## config.mk

```make
export PLATFORM = sky130hd
export DESIGN_NAME = msg_frame_reader
export DESIGN_NICKNAME = d
export VERILOG_FILES = /design/src/rtl/msg_frame_pkg.sv /design/src/rtl/msg_frame_fifo.sv /design/src/rtl/msg_frame_reader.sv
export SDC_FILE = /design/constraint.sdc
export NUM_CORES = 1
export LEC_CHECK = 0
export CAP_MARGIN = 20
export CORE_AREA = 2 2 131 133
export CTS_CLUSTER_DIAMETER = 150
export DETAILED_ROUTE_END_ITERATION = 10
export DIE_AREA = 0 0 133 135
export PLACE_DENSITY = 0.53
export RECOVER_POWER = 50
export REMOVE_ABC_BUFFERS = 1
export SKIP_CTS_REPAIR_TIMING = 1
export SKIP_LAST_GASP = 1
export SYNTH_ARGS = -nofsm -noshare
export SYNTH_HDL_FRONTEND = slang
export SYNTH_SLANG_ARGS = --single-unit
```

## constraint.sdc

```tcl
create_clock -name clk -period 4.5 [get_ports clk]
set_input_delay 0.675 -clock clk [delete_from_list [all_inputs] [get_ports clk]]
set_output_delay 0.675 -clock clk [all_outputs]
set_load 0.05 [all_outputs]
```

## src/rtl/msg_frame_pkg.sv

```systemverilog
// Shared types and address map for the message-frame read master.
// The kind tag travels with each read so the capture side knows what the returned byte is.
package msg_frame_pkg;

    typedef enum logic [1:0] {IDLE, ISSUE, DRAIN, DONE} state_e;
    typedef enum logic [1:0] {HDR_HI, HDR_LO, PAY, PAY_LAST} kind_e;

    localparam logic [15:0] HDR_ADDR_HI = 16'd0;
    localparam logic [15:0] HDR_ADDR_LO = 16'd1;
    localparam logic [15:0] PAY_BASE    = 16'd2;

    function automatic kind_e addr_kind(input logic [15:0] addr, input logic [15:0] last_addr);
        if (addr == HDR_ADDR_HI) return HDR_HI;
        if (addr == HDR_ADDR_LO) return HDR_LO;
        if (addr == last_addr)   return PAY_LAST;
        return PAY;
    endfunction

endpackage

```

## src/rtl/msg_frame_fifo.sv

```systemverilog
// Small synchronous FIFO with occupancy count; head word is visible while not empty.
// DEPTH must be a power of two so the pointers wrap naturally.
module msg_frame_fifo #(
    parameter int DEPTH = 4,
    parameter int WIDTH = 9
) (
    input  logic                         clk,
    input  logic                         rst,
    input  logic                         push_i,
    input  logic [WIDTH-1:0]             push_data_i,
    input  logic                         pop_i,
    output logic [WIDTH-1:0]             pop_data_o,
    output logic                         empty_o,
    output logic [$clog2(DEPTH):0]       count_o
);

    localparam int AW = $clog2(DEPTH);
    localparam int CW = AW + 1;

    logic [WIDTH-1:0] mem_q [DEPTH];
    logic [AW-1:0]    wr_ptr_q;
    logic [AW-1:0]    rd_ptr_q;
    logic [CW-1:0]    count_q;

    always_ff @(posedge clk) begin
        if (rst) begin
            wr_ptr_q <= '0;
            rd_ptr_q <= '0;
            count_q  <= '0;
        end else begin
            if (push_i) wr_ptr_q <= wr_ptr_q + AW'(1);
            if (pop_i)  rd_ptr_q <= rd_ptr_q + AW'(1);
            case ({push_i, pop_i})
                2'b10:   count_q <= count_q + CW'(1);
                2'b01:   count_q <= count_q - CW'(1);
                default: ;
            endcase
        end
    end

    // NOTE: storage is deliberately not reset; count_q alone says which words are meaningful.
    always_ff @(posedge clk) begin
        if (push_i) mem_q[wr_ptr_q] <= push_data_i;
    end

    assign pop_data_o = mem_q[rd_ptr_q];
    assign empty_o    = (count_q == '0);
    assign count_o    = count_q;

endmodule

```

## src/rtl/msg_frame_reader.sv

```systemverilog
// Read master for the slave message store: issues header+payload reads, tracks them
// through a latency pipe, and streams payload bytes out through a capture FIFO.
module msg_frame_reader
    import msg_frame_pkg::*;
#(
    parameter int PAYLOAD_LEN = 16,
    parameter int RD_LAT      = 2,
    parameter int FIFO_DEPTH  = 4
) (
    input  logic        clk,
    input  logic        rst,
    input  logic        start,
    output logic        rd_req,
    output logic [15:0] rd_addr,
    input  logic [7:0]  rd_data,
    output logic        new_msg,
    output logic [7:0]  out_data,
    output logic        out_valid,
    input  logic        out_ready,
    output logic        out_last,
    output logic [15:0] msg_id,
    output logic        seq_err,
    output logic        busy
);

    localparam logic [15:0] LAST_ADDR = PAY_BASE + 16'(PAYLOAD_LEN) - 16'd1;
    localparam int          CW        = $clog2(FIFO_DEPTH) + 1;

    state_e        state_q;
    logic          rd_req_q;
    logic [15:0]   rd_addr_q;
    kind_e         kind_q;
    logic [15:0]   next_addr_q;
    logic          new_msg_q;
    logic          busy_q;
    logic [RD_LAT-1:0] pipe_vld_q;
    kind_e         pipe_kind_q [RD_LAT];
    logic [7:0]    hdr_hi_q;
    logic [15:0]   msg_id_q;
    logic          seq_err_q;
    logic          seen_hdr_q;

    logic          tail_vld;
    kind_e         tail_kind;
    logic [15:0]   hdr_d;
    logic          fifo_push;
    logic          fifo_pop;
    logic          fifo_empty;
    logic [8:0]    fifo_head;
    logic [CW-1:0] fifo_count;
    logic [7:0]    occupancy;
    logic          can_issue;
    logic          drained;

    assign tail_vld  = pipe_vld_q[RD_LAT-1];
    assign tail_kind = pipe_kind_q[RD_LAT-1];
    assign hdr_d     = {hdr_hi_q, rd_data};
    assign fifo_push = tail_vld && (tail_kind == PAY || tail_kind == PAY_LAST);
    assign fifo_pop  = out_valid && out_ready;

    msg_frame_fifo #(.DEPTH(FIFO_DEPTH), .WIDTH(9)) u_fifo (
        .clk         (clk),
        .rst         (rst),
        .push_i      (fifo_push),
        .push_data_i ({tail_kind == PAY_LAST, rd_data}),
        .pop_i       (fifo_pop),
        .pop_data_o  (fifo_head),
        .empty_o     (fifo_empty),
        .count_o     (fifo_count)
    );

    // Every outstanding read owns a FIFO slot; a pop this cycle frees one early.
    always_comb begin
        // NOTE: assigned first on every path so no latch is inferred.
        occupancy = 8'(fifo_count);
        if (rd_req_q) occupancy = occupancy + 8'd1;
        for (int i = 0; i < RD_LAT; i++) begin
            if (pipe_vld_q[i]) occupancy = occupancy + 8'd1;
        end
        if (fifo_pop) occupancy = occupancy - 8'd1;
    end

    assign can_issue = occupancy < 8'(FIFO_DEPTH);
    assign drained   = !rd_req_q && (pipe_vld_q == '0) && fifo_empty;

    always_ff @(posedge clk) begin
        if (rst) begin
            state_q     <= IDLE;
            rd_req_q    <= 1'b0;
            rd_addr_q   <= '0;
            kind_q      <= HDR_HI;
            next_addr_q <= '0;
            new_msg_q   <= 1'b0;
            busy_q      <= 1'b0;
        end else begin
            // NOTE: non-blocking throughout, so later lines still see pre-edge register values.
            rd_req_q  <= 1'b0;
            rd_addr_q <= '0;
            new_msg_q <= 1'b0;
            case (state_q)
                IDLE: if (start) begin
                    state_q     <= ISSUE;
                    busy_q      <= 1'b1;
                    next_addr_q <= HDR_ADDR_HI;
                end
                ISSUE: if (can_issue) begin
                    rd_req_q    <= 1'b1;
                    rd_addr_q   <= next_addr_q;
                    kind_q      <= addr_kind(next_addr_q, LAST_ADDR);
                    next_addr_q <= next_addr_q + 16'd1;
                    if (next_addr_q == LAST_ADDR) state_q <= DRAIN;
                end
                DRAIN: if (drained) begin
                    state_q   <= DONE;
                    new_msg_q <= 1'b1;
                end
                DONE: begin
                    state_q <= IDLE;
                    busy_q  <= 1'b0;
                end
                default: state_q <= IDLE;
            endcase
        end
    end

    // The pipe follows the registered request, so its tail lines up with rd_data.
    always_ff @(posedge clk) begin
        if (rst) begin
            pipe_vld_q <= '0;
            for (int i = 0; i < RD_LAT; i++) pipe_kind_q[i] <= HDR_HI;
        end else begin
            pipe_vld_q[0]  <= rd_req_q;
            pipe_kind_q[0] <= kind_q;
            for (int i = 1; i < RD_LAT; i++) begin
                pipe_vld_q[i]  <= pipe_vld_q[i-1];
                pipe_kind_q[i] <= pipe_kind_q[i-1];
            end
        end
    end

    always_ff @(posedge clk) begin
        if (rst) begin
            hdr_hi_q   <= '0;
            msg_id_q   <= '0;
            seq_err_q  <= 1'b0;
            seen_hdr_q <= 1'b0;
        end else if (tail_vld) begin
            case (tail_kind)
                HDR_HI: hdr_hi_q <= rd_data;
                HDR_LO: begin
                    if (seen_hdr_q && hdr_d != msg_id_q + 16'd1) seq_err_q <= 1'b1;
                    msg_id_q   <= hdr_d;
                    seen_hdr_q <= 1'b1;
                end
                default: ;
            endcase
        end
    end

    assign rd_req    = rd_req_q;
    assign rd_addr   = rd_addr_q;
    assign new_msg   = new_msg_q;
    assign busy      = busy_q;
    assign msg_id    = msg_id_q;
    assign seq_err   = seq_err_q;
    assign out_valid = !fifo_empty;
    assign out_data  = out_valid ? fifo_head[7:0] : 8'h00;
    assign out_last  = out_valid && fifo_head[8];

endmodule

```

==> out/qor.yml, run 1 <==
fin_crit_ns: 3.92
synth_edf_count: 36
cp_slowest_stage_delay_ns: 0.63
drt_wl_total_um: 12400
worst_slack_ns: 0.581
design_area_um2: 7030
min_path_type: "flip-flop to flip-flop"
pwr-share-clk: 0.475
synthFlopType: "dfxtp_1"
synth_common_cells: "dfxtp_1 (80), nand2_1 (66), edfxtp_1 (36)"
tns_ns: 0
top_layer: "met4"
seqPwrFrac: 0.406
root_buffer: "clkbuf_16"
period_share: 0.871
slew_viol_final: 35
dpl-instance-area_um2: 6450
grt_usage: 0.146
die_w_um: 133
synth_cell_types: 66
start_util: 0.348
tightest_slew_ns: 1.74
status: "complete, but fails checks"
synth_warnings: 0
critPathCaptureType: "flip-flop"
crit_fanout: 20
routed-wl-met2_um: 5800
grt_pass1_vias: 4160
synth.avg_cell_area_um2: 10.1
die_h_um: 135
fin_cells: 847
crit_buf_inv: 1
nFillCells: 1537
post-synth-top-area-fraction: 0.280
io_pins: 58
maxSlewHeadroom: -0.162
layout.nets: 644
drc: 0
ys_async_sr_fraction: 0
grt.overflow.total: 0
clkTransAtPathRegs_ns: 0.05
ir_drop_uv: 271
avgViaCountPerCell: 4.98
cts_tree: "done"
antenna_found_initial: 0
row_count: 47
post-place-ws_ns: 0.561
postRouteAntennaNets: 0
numCtsBuffers: 17
clock.fmax_mhz: 255
grt_max_degree: 35
synth_cells: 564
portBuffers: 57
setup_viol: 0
ys_seq_area_frac: 0.469
htree_levels: 4
gp_congestion: 0.770
switching_share: 0.257
criticalPathCategory: "flip-flop to flip-flop"
yosysMostFrequentCell: "dfxtp_1"
slowest_stage: "or4_1"
required_ns: 4.85
die_area_um2: 18000
cp_cell_sequence: "inv_1 > ha_1 > mux2_2 > ha_1 > nand2b_1 > o21a_1 > ha_1 > nand2_1 > a21boi_0 > a21oi_1 > o2111ai_2 > or4_1 > a21boi_1"
diodes: 0
p_sw_uw: 728
dr_total_vias: 4214
insertion_delay_ns: 0.41
clockBufferDepth: 2
synth_largest_area_cell: "dfxtp_1"
yosys-top-cells-area: "dfxtp_1 (28%), edfxtp_1 (19%), nand2_1 (4.3%), mux2i_1 (3.9%), ha_1 (3.7%)"
rsz0062_at_grt: "false"
skew_ns: 0.00734
cp.arrival_ns: 4.27
post_route_cells_drive_above_1_share: 0.0925
core_area_um2: 16400
power.density_nw_per_um2: 403
critPathMostFrequentCell: "ha_1"
met3_length_um: 459
synth_area_um2: 5720
hpwlAfterDp_um: 8410
synth-seq-cells: 116
maxCapViolCount: 1
synthToLayoutAreaGrowth_pct: 23.0
grt_pass1_wl_um: 20800
hold_viol: 0
met1_length_um: 6010
p_leak_nw: 2.37
drt_first_iter_violations: 187
drtPass1Iterations: 4
cpLargestDelayFamily: "compound AO/OA/AOI/OAI gates"
cts.sinks: 116
avgRoutedWirePerCell_um: 14.6
p_int_mw: 2.10
fin_total_pwr_mw: 2.83
dp_cells: 815
violations: "max-capacitance violations, max-slew violations"
worstSetupStartpointType: "flip-flop"
comb_power_share: 0.119
## cell usage in the layout (no fill, tap or decap), types with 5 or more instances in the layout
master           count
edfxtp_1            36
nand4_1             12
a31oi_1              5
nand2_1             66
nor2_1              35
xor2_1              10
and3_1               9
mux2i_1             22
dlygate4sd3_1        8
and3b_1              5
nor3_1              13
nor4_1               8
and2_1              27
and4_1               5
clkdlybuf4s50_1     48
clkbuf_16           17
nor2b_1              6
inv_1               16
nand2b_1            17
nand3_1              8
a21oi_1             33
o21ai_0              5
ha_1                17
dfxtp_1             80
xnor2_1             15
mux4_2               9
## area by class of cell
cell class	instances	area [um^2]	area share
multi-input cells	401	2830	0.402
flip-flops and latches	116	2680	0.382
clock buffers	18	429	0.0610
well taps	220	275	0.0392
repair buffers	62	598	0.0851
clock inverters	14	159	0.0226
inverters	16	60.1	0.00854
## metrics by stage
step / util / hold slack [ns]
after floorplan: - / 0.414
after global placement: 0.393 / 0.423
after detailed placement: 0.393 / 0.437
after CTS: 0.429 / 0.448
after global routing: 0.429 / 0.463
final: 0.429 / 0.438
## metal layers
metal | vias up | global-route usage
met3 | 7 | 0.0390
met2 | 55 | 0.233
li1 | 2114 | -
met4 | 0 | 0.0597
met1 | 2038 | 0.188
met5 | - | 0
## final timing paths
path,start,end,slack [ns],cells past startpoint
max,u_fifo.count_o[0],next_addr_q[8],0.58,13
min,pipe_kind_q[0][0],pipe_kind_q[0][2],0.44,1
max reg2reg,u_fifo.count_o[0],next_addr_q[8],0.58,13
min reg2reg,pipe_kind_q[0][0],pipe_kind_q[0][2],0.44,1
## registers in the layout (all words and copies together), names as in the netlist, named ones only
register	count
seq_err	1
rd_req	1
u_fifo.wr_ptr_q	2
rd_addr	16
busy	1
hdr_hi_q	8
new_msg	1
u_fifo.count_o	3
state_q	2
u_fifo.rd_ptr_q	2
u_fifo.mem_q	36
next_addr_q	16
msg_id	16
seen_hdr_q	1
pipe_kind_q	4
kind_q	2
pipe_vld_q	2
## cells by family (layout without fill, tap and decap cells)
| group | after synthesis | in the layout | synth area share |
|---|---|---|---|
| adder cells (fa/ha/maj) | 18 | 18 | 0.0407 |
| buffers and inverters | 47 | 110 | 0.0361 |
| flip-flops | 116 | 116 | 0.469 |
| XOR/XNOR | 28 | 28 | 0.0484 |
| AO/OA/AOI/OAI | 79 | 79 | 0.0944 |
| multiplexers | 33 | 33 | 0.0779 |
| AND/OR/NAND/NOR | 243 | 243 | 0.233 |
## power by group through the flow
stage	registers (mW)	logic, mW	clock network, mW
after floorplan	1.18	0.213	0
after global placement	1.17	0.335	0
after detailed placement	1.17	0.341	0
after CTS	1.15	0.343	1.37
after global routing	1.15	0.379	1.43
final	1.15	0.337	1.35
Note: power is estimated with default switching activity, not from simulation.
==> inputs of run 2 (changes only) <==
Settings changed: SKIP_CTS_REPAIR_TIMING 1 to unset.
==> results of run 2 <==
The final DEF is identical to that of run 1; final timing and power are the same.
